File: src/rtl/lock_key_sequencer.sv
// Key loader and exhaustive pattern sweeper for the locked-circuit equivalence miter.
// Shifts in a serial key, walks every input pattern, and reports mismatches.
module lock_key_sequencer #(
    parameter int unsigned KEY_W = 10,
    parameter int unsigned IN_W  = 5,
    parameter int unsigned OUT_W = 2
) (
    input  logic             C,
    input  logic             R,
    input  logic             start,
    input  logic             key_sin,
    input  logic             key_valid,
    input  logic [OUT_W-1:0] q_in,
    output logic [IN_W-1:0]  pat,
    output logic [KEY_W-1:0] lockingkey,
    output logic             busy,
    output logic             done,
    output logic             unlocked,
    output logic [IN_W:0]    err_cnt,
    output logic [IN_W-1:0]  first_fail
);

    localparam int unsigned KCW = $clog2(KEY_W + 1);

    typedef enum logic [2:0] {
        StIdle,
        StLoad,
        StApply,
        StSample,
        StDone
    } state_e;

    state_e            state_q, state_d;
    logic [KEY_W-1:0]  key_q, key_d;
    logic [KCW-1:0]    kcnt_q, kcnt_d;
    logic [IN_W-1:0]   pat_q, pat_d;
    logic [IN_W:0]     err_q, err_d;
    logic [IN_W-1:0]   ff_q, ff_d;
    logic              unl_q, unl_d;

    always_ff @(posedge C or negedge R) begin
        if (!R) begin
            state_q <= StIdle;
            key_q   <= '0;
            kcnt_q  <= '0;
            pat_q   <= '0;
            err_q   <= '0;
            ff_q    <= '0;
            unl_q   <= 1'b0;
        end else begin
            state_q <= state_d;
            key_q   <= key_d;
            kcnt_q  <= kcnt_d;
            pat_q   <= pat_d;
            err_q   <= err_d;
            ff_q    <= ff_d;
            unl_q   <= unl_d;
        end
    end

    always_comb begin
        state_d = state_q;
        key_d   = key_q;
        kcnt_d  = kcnt_q;
        pat_d   = pat_q;
        err_d   = err_q;
        ff_d    = ff_q;
        unl_d   = unl_q;
        unique case (state_q)
            StIdle: begin
                if (start) begin
                    state_d = StLoad;
                    key_d   = '0;
                    kcnt_d  = '0;
                    pat_d   = '0;
                    err_d   = '0;
                    ff_d    = '0;
                    unl_d   = 1'b0;
                end
            end
            StLoad: begin
                if (key_valid) begin
                    // LSB-first stream: first bit ends up at bit 0 after KEY_W shifts
                    key_d = {key_sin, key_q[KEY_W-1:1]};
                    if (kcnt_q == KCW'(KEY_W - 1)) begin
                        kcnt_d  = '0;
                        state_d = StApply;
                    end else begin
                        kcnt_d = kcnt_q + 1'b1;
                    end
                end
            end
            StApply: begin
                state_d = StSample;
            end
            StSample: begin
                if (!(&q_in)) begin
                    err_d = err_q + 1'b1;
                    if (err_q == '0) begin
                        ff_d = pat_q;
                    end
                end
                if (pat_q == {IN_W{1'b1}}) begin
                    state_d = StDone;
                    // Uses the post-increment count so the verdict covers the last pattern
                    unl_d   = (err_d == '0);
                end else begin
                    pat_d   = pat_q + 1'b1;
                    state_d = StApply;
                end
            end
            StDone: begin
                state_d = StIdle;
            end
            default: begin
                state_d = StIdle;
            end
        endcase
    end

    assign pat        = pat_q;
    assign lockingkey = key_q;
    assign err_cnt    = err_q;
    assign first_fail = ff_q;
    assign unlocked   = unl_q;
    assign busy       = (state_q == StLoad) || (state_q == StApply) || (state_q == StSample);
    assign done       = (state_q == StDone);

endmodule

File: config.mk
export PLATFORM = sky130hd
export DESIGN_NAME = lock_key_sequencer
export DESIGN_NICKNAME = d
export VERILOG_FILES = /design/src/rtl/lock_key_sequencer.sv
export SDC_FILE = /design/constraint.sdc
export NUM_CORES = 1
export LEC_CHECK = 0
export BUFFER_PORTS_ARGS = -buffer_cell sky130_fd_sc_hd__buf_4
export CAP_MARGIN = 30
export CORE_UTILIZATION = 35
export DETAILED_ROUTE_END_ITERATION = 6
export PLACE_DENSITY = 0.6
export SLEW_MARGIN = 40
export SYNTH_ARGS = -nofsm -noshare
export SYNTH_HDL_FRONTEND = slang
export SYNTH_SLANG_ARGS = --single-unit
File: constraint.sdc
create_clock -name C -period 3.75 [get_ports C]
set_input_delay 1.125 -clock C [delete_from_list [all_inputs] [get_ports C]]
set_output_delay 1.125 -clock C [all_outputs]
set_load 0.02 [all_outputs]
==> summary.txt, run 1 <==
Critical path
  – Worst Path Buf+Inv: 1
  – Worst path depth: 3
  – Cell chain of the critical path: nor2_1 -> and2_1 -> buf_4
  – Critical setup path kind: register to output port
  – Reg2Reg Setup Slack: 1.42 ns
  – Crit path capture type: output port
  – FF-to-FF path depth: 4
  – Type of origin of the critical path: register
  – Largest stage delay on the critical path: 0.84 ns
  – Worst EP required: 2.62 ns
  – Launching point of the worst reg2reg path: state_q[0]$_DFFE_PN0P_
  – Crit path to: done
  – Crit path max-delay family: flip-flops
  – Worst setup path start: state_q[0]$_DFFE_PN0P_
  – RR Endpoint: kcnt_q[0]$_DFFE_PN0P_
  – Crit Path Max Fanout: 21
  – Critical path arrival: 1.58 ns
  – Critical path's slowest cell: dfrtp_1

Power
  – Design Power: 1.620 mW
  – Peak supply drop: 255.7 uV
  – Power per cell area: 757.1 nW/um2
  – Leakage: 1.002 nW

Yosys
  – Async S/R FF share, synth: 1.000
  – Mapped cell area: 1750 um2
  – Post-synth top area share: 0.4861
  – EDFF count, synth: 0
  – Post-Syn Area per Cell: 9.117 um2
  – Post-synthesis xor/xnor area fraction: 0.02001
  – Register area share after synthesis: 0.4861
  – Area contributors post-synth: dfrtp_1 (49%), nand2_1 (9.9%), o21ai_0 (8.6%)
  – Multiplexer share of the synthesized area: 0.01787
  – Yosys reg bits: 34
  – Syn Inst Count: 192
  – Top cell type by total area after synthesis: dfrtp_1
  – Adder-Cell Fraction of Synth Area: 0.04289
  – Top FF cell, synth: dfrtp_1
  – Largest family of logic cells by synthesized area: simple AND/OR/NAND/NOR gates
  – YS warnings: 0
  – Synth cell types: 39
  – Compound-Gate Fraction of Synth Area: 0.1365
  – Area share of and/or/nand/nor cells after synthesis: 0.2459
  – Net Count, Synth: 205

Clock network
  – Later-pin clock latency in the skew report: 0.29 ns
  – Root buffer cell: clkbuf_8
  – Clock sink count: 34
  – Clock Tree Buf Depth: 2
  – Total CTS buffers: 5
  – CTS clk-pin slew, worst paths: 0.07 ns
  – Post-CTS setup buffer count: 0
  – CTS tree: built
  – # hold bufs at CTS: 0
  – Cts repair resizes: 0
  – Htree depth: 2

Timing
  – Fin. Hold Viols: 0
  – Normalized max-slew margin: 0.4881
  – Worst Tran Pin Value: 0.7679 ns
  – Crit share post-route: 0.7211
  – Final-report max-slew violation count: 0
  – Clock Skew: 0.007053 ns
  – Final setup fails: 0
  – Achievable frequency: 369.8 MHz
  – Fin crit period: 2.704 ns
  – Hold slack: 0.4890 ns
  – Setup tns final: 0 ns
  – RSZ-0062 raised after global routing: false

Detailed routing
  – Avg WL per Cell: 12.23 um
  – Total Routed Length: 3559 um
  – # DRC: 0
  – DRT Pass-1 Iters: 4
  – Initial DRC count: 56
  – Antenna violation net count after detailed routing: 0
  – Via Count: 1,452
  – DR vias/cell: 4.990

Placed design
  – IO buf count: 35
  – Placed cell areas: 2027 um2
  – DPL Wire Length: 2463 um
  – Placed cells: 284
  – GP Congestion: 0.8024

Cells and area
  – Post-Layout Cell Count: 291
  – Nets@finish: 237
  – Antenna cells: 0
  – Layout cells sized above 1: 0.2098
  – Design area: 2140 um2
  – Most common cell after layout, fill and taps aside: nand2_1
  – Area grow syn2layout: 22.23%
  – Most frequent cells in the layout: nand2_1 (46), buf_4 (35), dfrtp_1 (34), o21ai_0 (30), nor2_1 (12)

Floorplan
  – Initial core utilization: 0.3682
  – Die area: 5288 um2
  – Row cnt: 25
  – Die Ht: 72.72 um
  – Die width: 72.72 um
  – Io pins: 36
  – Core box area: 4755 um2

GRT
  – Remaining Overflow, GRT: 0
  – Initial antenna violation count: 0
  – GRT Overall Usage: 0.1520
  – Largest net degree at the start of global routing: 35
  – First-pass GRT wire length: 5982 um
  – Vias in the first global route: 1,260

Outcome
  – Status: finished, final reports clean

Worst hold path
  – Worst hold path type: register to register

Job
  – Max Cap Violations: 0
## how the worst min path moves through the flow
stage	from	endpoint	slack, ns	cells after the start
floorplan	kcnt_q[3]$_DFFE_PN0P_	kcnt_q[3]$_DFFE_PN0P_	0.44	1
global placement	kcnt_q[3]$_DFFE_PN0P_	kcnt_q[3]$_DFFE_PN0P_	0.47	1
detailed placement	kcnt_q[3]$_DFFE_PN0P_	kcnt_q[3]$_DFFE_PN0P_	0.47	1
CTS	kcnt_q[3]$_DFFE_PN0P_	kcnt_q[3]$_DFFE_PN0P_	0.48	1
global route	kcnt_q[3]$_DFFE_PN0P_	kcnt_q[3]$_DFFE_PN0P_	0.49	1
finish	kcnt_q[3]$_DFFE_PN0P_	kcnt_q[3]$_DFFE_PN0P_	0.49	1
## metal layers
| metal | track usage | part of all wire |
|---|---|---|
| met1 | 0.2037 | 0.49 |
| met2 | 0.2253 | 0.44 |
| met3 | 0.04972 | 0.048 |
| met4 | 0.06536 | 0.019 |
| met5 | 0 | 0 |
## Yosys cell counts, types with 2 or more instances
cell / count
nand4_1: 4
ha_1: 6
xor2_1: 4
a31oi_1: 3
buf_6: 3
dfrtp_1: 34
mux2i_1: 2
nand3_1: 3
buf_4: 2
nor2_1: 12
or3_1: 3
nand2_1: 46
nand2b_1: 2
inv_1: 5
nor3_1: 2
o21ai_0: 30
buf_2: 2
and2_1: 2
clkbuf_1: 3
a21oi_1: 5
## flip-flops by register name, summed over array words and instances, names as in the netlist
signal	cells
err_cnt	6
lockingkey	10
pat	5
unlocked	1
kcnt_q	4
state_q	3
first_fail	5
## area by class of cell
type	count	area [um2]
fillers	500	2615
clock buffers	6	82.58
flip-flops and latches	34	850.8
inverters	5	18.77
multi-input cells	143	810.8
repair buffers	35	262.8
well taps	67	83.83
clock inverters	1	30.03
## worst reg2reg max path, stage by stage, from the launching register on
cell and delay [ns]:
dfrtp_1 0.84, mux2i_1 0.31, nand2b_1 0.61, nor2_1 0.17, mux2_2 0.29
## power breakdown
part,switching (mW),internal [mW]
clock network,0.130,0.212
registers,0.158,0.482
logic,0.378,0.260
## through the flow
| stage | worst slack (ns) | util |
|---|---|---|
| after floorplan | 1.720 | - |
| after global placement | 1.156 | 0.4263 |
| after detailed placement | 1.143 | 0.4263 |
| after CTS | 1.033 | 0.4500 |
| after global routing | 0.9044 | 0.4500 |
| final | 1.046 | 0.4500 |
## cell families after synthesis
group | count (synthesis)
AND/OR/NAND/NOR | 86
AO/OA/AOI/OAI | 44
flip-flops | 34
buffers and inverters | 15
adder cells (fa/ha/maj) | 6
XOR/XNOR | 4
multiplexers | 3
Note: power is estimated with default switching activity, not from simulation.
==> run 2, diff against run 1 <==
==> constraint.sdc (replaced) <==
create_clock -name C -period 2.8 [get_ports C]
set_input_delay 0.84 -clock C [delete_from_list [all_inputs] [get_ports C]]
set_output_delay 0.84 -clock C [all_outputs]
set_load 0.02 [all_outputs]
==> run 2 against run 1 <==
Net effect: combinational power up 39%; highest routed layer unchanged; sequential share of layout area shrank 0.28 points; critical endpoint unchanged; sequential cell count unchanged; register-to-register slack worse by 0.57 ns.
==> summary.txt, run 2 (synthesis results as in run 1) <==
Outcome
  – Status: finished, final reports clean

Critical path
  – Worst setup path start: state_q[0]$_DFFE_PN0P_
  – Largest stage delay on the critical path: 0.58 ns (-0.26 ns)
  – Crit path max-delay family: flip-flops
  – Launching point of the worst reg2reg path: state_q[0]$_DFFE_PN0P_
  – Type of origin of the critical path: register
  – Worst Path Buf+Inv: 1 (unchanged)
  – Crit path capture type: output port
  – Worst EP required: 1.96 ns (-0.66 ns)
  – Critical path's slowest cell: dfrtp_1
  – Critical setup path kind: register to output port
  – Critical path arrival: 1.26 ns (-0.32 ns)
  – Crit Path Max Fanout: 10 (-52%)
  – Cell chain of the critical path: nor2_1 -> and2_1 -> buf_4

Timing
  – RSZ-0062 raised after global routing: false
  – Achievable frequency: 476.0 MHz
  – Final setup fails: 0 (unchanged)
  – Normalized max-slew margin: 0.6229 (+0.1348)
  – Worst Tran Pin Value: 0.5632 ns (-0.2047 ns)
  – Crit share post-route: 0.7503
  – Fin crit period: 2.101 ns
  – Setup tns final: 0 ns (unchanged)
  – Final-report max-slew violation count: 0 (unchanged)
  – Fin. Hold Viols: 0 (unchanged)
  – Clock Skew: 0.004376 ns (-0.002677 ns)

Placed design
  – GP Congestion: 0.7789 (-2.9%)
  – Placed cells: 286 (+0.70%)
  – DPL Wire Length: 2435 um (-1.1%)
  – IO buf count: 35 (unchanged)

Worst hold path
  – Worst hold path type: register to register
  – Hold path startpoint: kcnt_q[3]$_DFFE_PN0P_

Detailed routing
  – Avg WL per Cell: 11.83 um (-3.3%)
  – DRT Pass-1 Iters: 4 (unchanged)
  – Initial DRC count: 108 (+93%)
  – # DRC: 0 (unchanged)
  – Antenna violation net count after detailed routing: 0 (unchanged)
  – Total Routed Length: 3466 um (-2.6%)
  – Via Count: 1,413 (-2.7%)
  – DR vias/cell: 4.823 (-3.4%)

Clock network
  – CTS tree: built
  – Post-CTS setup buffer count: 0 (unchanged)
  – Cts repair resizes: 0 (unchanged)
  – Clock Tree Buf Depth: 2 (unchanged)
  – Root buffer cell: clkbuf_8
  – CTS clk-pin slew, worst paths: 0.07 ns (about the same)
  – Total CTS buffers: 5 (unchanged)
  – # hold bufs at CTS: 0 (unchanged)
  – Htree depth: 2 (unchanged)
  – Later-pin clock latency in the skew report: 0.28 ns (about the same)
  – Clock sink count: 34 (unchanged)

Cells and area
  – Nets@finish: 239 (+0.84%)
  – Max reg flops: 10 (unchanged)
  – Layout cells sized above 1: 0.2168 (+0.006993)
  – Antenna cells: 0 (unchanged)
  – Post-Layout Cell Count: 293 (+0.69%)
  – Filler Cells Inserted: 506 (+1.2%)
  – Most frequent cells in the layout: nand2_1 (46), buf_4 (37), dfrtp_1 (34), o21ai_0 (30), nor2_1 (12)
  – Core Util, Final: 0.4532 (+0.003158)
  – Most common cell after layout, fill and taps aside: nand2_1
  – Area grow syn2layout: 23.09%

GRT
  – Vias in the first global route: 1,256 (-0.32%)
  – Remaining Overflow, GRT: 0 (unchanged)
  – Initial antenna violation count: 0 (unchanged)
  – GRT Overall Usage: 0.1470 (-0.005004)
  – First-pass GRT wire length: 5940 um (-0.70%)
  – Largest net degree at the start of global routing: 35 (unchanged)

Power
  – Seq pwr share: 0.383 (-0.012)
  – Peak supply drop: 441.3 uV (+73%)
  – Power per cell area: 1009 nW/um2 (+33%)
  – Leakage: 1.011 nW (+0.92%)
  – P_int: 1.295 mW (+36%)
  – Combinational group share of total power: 0.409 (+0.015)
  – Clock share of power: 0.208 (-0.003)
  – Design Power: 2.174 mW (+34%)
  – NetSw: 0.8793 mW (+32%)
  – Switching Fraction: 0.4044 (-0.006124)

Floorplan
  – Die Ht: 72.72 um (unchanged)
  – Initial core utilization: 0.3682 (unchanged)
  – Die width: 72.72 um (unchanged)
  – Row cnt: 25 (unchanged)
  – Core box area: 4755 um2 (unchanged)
  – Die area: 5288 um2 (unchanged)
  – Io pins: 36 (unchanged)

Job
  – Max Cap Violations: 0 (unchanged)
-- run 2: area by class of cell --
| class | instances | area, um2 | area share |
|---|---|---|---|
| Multi-Input combinational cell | 143 | 810.8 | 0.3763 |
| Tap cell | 67 | 83.83 | 0.03891 |
| Clock buffer | 6 | 82.58 | 0.03833 |
| Inverter | 5 | 18.77 | 0.008711 |
| Sequential cell | 34 | 850.8 | 0.3949 |
| Timing Repair Buffer | 37 | 277.8 | 0.1289 |
| Clock inverter | 1 | 30.03 | 0.01394 |
-- run 2: worst paths after layout --
kind	to	slack, ns	depth (start not counted)
max in group asynchronous	err_cnt[1]$_DFFE_PN0P_	1.98	1
worst max register to register	kcnt_q[0]$_DFFE_PN0P_	0.85	6
min in group asynchronous	state_q[2]$_DFFE_PN0P_	0.50	1
worst min-delay path	kcnt_q[3]$_DFFE_PN0P_	0.48	1
worst min register to register	kcnt_q[3]$_DFFE_PN0P_	0.48	1
worst max-delay path	done	0.70	3
-- run 2: power by group through the flow --
stage	Combinational (mW)	Sequential (mW)	Clock, mW
2_1_floorplan	0.502	0.923	0
3_3_place_gp	0.891	0.844	0
3_5_place_dp	0.899	0.842	0
4_1_cts	0.899	0.837	0.470
5_1_grt	1.01	0.867	0.495
6_report	0.889	0.833	0.452
-- run 2: routing by layer --
| metal | track usage | vias to the layer above | share of wire |
|---|---|---|---|
| met5 | 0 | - | 0 |
| met4 | 0.05664 | 0 | 0.016 |
| met3 | 0.05110 | 7 | 0.039 |
| met2 | 0.2129 | 22 | 0.44 |
| met1 | 0.2018 | 660 | 0.50 |
| li1 | - | 724 | - |
-- run 2: metrics by stage --
step / hold slack [ns] / setup WS [ns] / area, um2
CTS: 0.4763 / 0.6750 / 2155
detailed placement: 0.4669 / 0.6782 / 2042
global placement: 0.4589 / 0.7112 / 2042
finish: 0.4807 / 0.6993 / 2155
floorplan: 0.4379 / 1.046 / 1750
global route: 0.5227 / 0.5909 / 2155
-- run 2: worst reg2reg max path: cells and delay by family, from the launching register on --
family	cells	cell delay, ns
buf+inv	2	0.50
flops	1	0.58
mux	2	0.52
simple gates	2	0.23
==> run 3, diff against run 2 <==
--- a/config.mk
+++ b/config.mk
@@ -5,11 +5,12 @@
 export SDC_FILE = /design/constraint.sdc
 export NUM_CORES = 1
 export LEC_CHECK = 0
+export ABC_AREA = 1
 export BUFFER_PORTS_ARGS = -buffer_cell sky130_fd_sc_hd__buf_4
 export CAP_MARGIN = 30
 export CORE_UTILIZATION = 35
 export DETAILED_ROUTE_END_ITERATION = 6
-export PLACE_DENSITY = 0.6
+export PLACE_DENSITY = 0.62
 export SLEW_MARGIN = 40
 export SYNTH_ARGS = -nofsm -noshare
 export SYNTH_HDL_FRONTEND = slang
==> constraint.sdc (replaced) <==
create_clock -name C -period 1.7 [get_ports C]
set_input_delay 0.51 -clock C [delete_from_list [all_inputs] [get_ports C]]
set_output_delay 0.51 -clock C [all_outputs]
set_load 0.02 [all_outputs]
==> run 3 against run 2 <==
Net effect: wire length is 5.4% higher; critical path depth stayed put; clock-buffer cell count stayed put; design area is 5.9% higher; register-to-register slack worse by 0.73 ns; largest cell class unchanged; die area is 0.55% higher; global-route usage is 1.0 points higher; clock power is 40% higher; sequential share of layout area is 2.1 points lower; synthesized cell count is 3.1% higher; setup slack worse by 0.66 ns.
==> summary.txt, run 3 <==
Clock network
  – Clock sink count: 34 (unchanged)
  – CTS clk-pin slew, worst paths: 0.07 ns (about the same)
  – Later-pin clock latency in the skew report: 0.28 ns (about the same)
  – Htree depth: 2 (unchanged)
  – Root buffer cell: clkbuf_8
  – Total CTS buffers: 5 (unchanged)
  – CTS tree: built
  – Clock Tree Buf Depth: 2 (unchanged)
  – # hold bufs at CTS: 0 (unchanged)

Detailed routing
  – DR vias/cell: 4.730 (-1.9%)
  – Via Count: 1,490 (+5.4%)
  – Total Routed Length: 3654 um (+5.4%)
  – Initial DRC count: 54 (-50%)
  – Antenna violation net count after detailed routing: 0 (unchanged)
  – # DRC: 0 (unchanged)
  – Avg WL per Cell: 11.60 um (-1.9%)
  – DRT Pass-1 Iters: 4 (unchanged)

GRT
  – GRT Overall Usage: 0.1572 (+0.01012)
  – Vias in the first global route: 1,403 (+12%)
  – First-pass GRT wire length: 6299 um (+6.0%)
  – Largest net degree at the start of global routing: 35 (unchanged)
  – Remaining Overflow, GRT: 0 (unchanged)
  – Initial antenna violation count: 0 (unchanged)

Timing
  – Final setup fails: 0 (unchanged)
  – Clock Skew: 0.001511 ns (-0.002865 ns)
  – Worst Setup Slack, final: 0.04046 ns (-0.6588 ns)
  – RSZ-0062 raised after global routing: true
  – Final-report max-slew violation count: 0 (unchanged)
  – Achievable frequency: 602.6 MHz
  – Setup tns final: 0 ns (unchanged)
  – Fin crit period: 1.660 ns
  – Worst Tran Pin Value: 0.4247 ns (-0.1384 ns)
  – Fin. Hold Viols: 0 (unchanged)
  – Normalized max-slew margin: 0.7169 (+0.09395)
  – Crit share post-route: 0.9762

Cells and area
  – Most frequent cells in the layout: buf_4 (44), nand2_1 (34), dfrtp_1 (32), inv_1 (30), nand3_1 (22)
  – Max reg flops: 10 (unchanged)
  – Filler Cells Inserted: 498 (-1.6%)
  – Layout cells sized above 1: 0.2984 (+0.08157)
  – Design area: 2282 um2 (+5.9%)
  – Area grow syn2layout: 29.64%
  – Most common cell after layout, fill and taps aside: buf_4
  – Nets@finish: 260 (+8.8%)
  – Antenna cells: 0 (unchanged)

Yosys
  – Post-synth top area share: 0.4833 (-0.002764)
  – Async S/R FF share, synth: 1.000 (unchanged)
  – Top FF cell, synth: dfrtp_1
  – Synth cell types: 30 (-23%)
  – Syn Inst Count: 198 (+3.1%)
  – Yosys reg bits: 34 (unchanged)
  – Register area share after synthesis: 0.4833 (-0.002764)
  – Top cell type by total area after synthesis: dfrtp_1
  – EDFF count, synth: 0 (unchanged)
  – Net Count, Synth: 211 (+2.9%)
  – YS warnings: 0 (unchanged)
  – Post-Syn Area per Cell: 8.891 um2 (-2.5%)
  – Area contributors post-synth: dfrtp_1 (48%), nand2_1 (7.2%), inv_1 (6.6%)
  – Mapped cell area: 1760 um2 (+0.57%)
  – Post-synth top cells: dfrtp_1 (34), nand2_1 (34), inv_1 (31)

Placed design
  – IO buf count: 35 (unchanged)
  – DPL Wire Length: 2657 um (+9.1%)
  – Pre-CTS WS: -0.005112 ns (-0.6834 ns)
  – Placed cell areas: 2118 um2 (+3.7%)
  – GP Congestion: 0.7891 (+1.3%)

Floorplan
  – Initial core utilization: 0.3678 (about the same)
  – Die width: 72.92 um (+0.28%)
  – Core box area: 4786 um2 (+0.66%)
  – Die area: 5317 um2 (+0.55%)
  – Row cnt: 25 (unchanged)
  – Io pins: 36 (unchanged)
  – Die Ht: 72.92 um (+0.28%)

Outcome
  – Status: finished, final reports clean

Critical path
  – Critical path arrival: 1.15 ns (-0.11 ns)
  – Crit Path Max Fanout: 5 (-5)
  – Worst EP required: 1.19 ns (-0.77 ns)
  – Crit path capture type: output port
  – Type of origin of the critical path: register
  – Critical setup path kind: register to output port

Worst hold path
  – Worst hold path type: input port to async pin

Power
  – Peak supply drop: 679.9 uV (+54%)
  – Design Power: 3.640 mW (+67%)
  – Leakage: 1.134 nW (+12%)
  – Power per cell area: 1595 nW/um2 (+58%)

Job
  – Max Cap Violations: 0 (unchanged)
==> run 3: cell families after synthesis <==
group,Yosys count,synth area share
buffers and inverters,35,0.08173
XOR/XNOR,3,0.01493
AND/OR/NAND/NOR,84,0.2573
flip-flops,34,0.4833
AO/OA/AOI/OAI,36,0.1201
adder cells (fa/ha/maj),6,0.04264
==> run 3: worst max-delay path: stages, from the launching register on <==
cell and delay [ns]:
dfrtp_2 0.44, nor2_4 0.07, nor2_1 0.18, buf_4 0.18
==> run 3: per-stage QoR <==
step	hold WS, ns	util	cells
after floorplan	0.2144	-	198
after global placement	0.4924	0.4426	302
after detailed placement	0.4911	0.4426	302
after CTS	0.1764	0.4659	310
after global routing	0.1924	0.4769	315
final	0.1600	0.4769	315
==> run 3: report_power, final <==
| part | switching, mW | internal [mW] | total, mW |
|---|---|---|---|
| sequential | 0.204 | 1.05 | 1.25 |
| clock | 0.306 | 0.326 | 0.631 |
| combinational | 1.06 | 0.695 | 1.76 |
| total | 1.57 | 2.07 | 3.64 |
==> run 3: worst paths after layout <==
path                                      startpoint                         to  slack [ns]  cells after the start
max                           state_q[1]$_DFFE_PN0P_                       busy        0.04                      3
min                                                R  lockingkey[3]$_DFFE_PN0P_        0.16                      1
max reg2reg                       pat[0]$_DFFE_PN0P_         pat[0]$_DFFE_PN0P_        0.12                      9
min reg2reg                first_fail[0]$_DFFE_PN0P_  first_fail[0]$_DFFE_PN0P_        0.52                      2
max in group asynchronous                          R     state_q[0]$_DFFE_PN0P_        1.21                      1
min in group C                               key_sin  lockingkey[9]$_DFFE_PN0P_        0.47                      3
==> run 3: layout make-up <==
class	count	area, um2	share of cell area
flip-flops and latches	34	853.3	0.3739
multi-input cells	129	794.5	0.3481
repair buffers	44	330.3	0.1447
inverters	33	125.1	0.05482
well taps	67	83.83	0.03673
clock buffers	6	82.58	0.03618
clock inverters	2	12.51	0.005482
==> run 3: timing repair <==
action                     in CTS  in global routing
gates resized for setup         5                  6
setup endpoints to repair       3                  7
pin swaps                       0                  2
buffers inserted                0                  5
==> run 3: layer usage <==
layer  vias to the layer above  track usage  routed length, um  part of all wire
met4                         0      0.06536                 61             0.017
met1                       694       0.1974               1722              0.47
met2                        31       0.2534               1703              0.47
li1                        757            -                  -                 -
met5                         -            0                  0                 0
met3                         8      0.04558                167             0.046
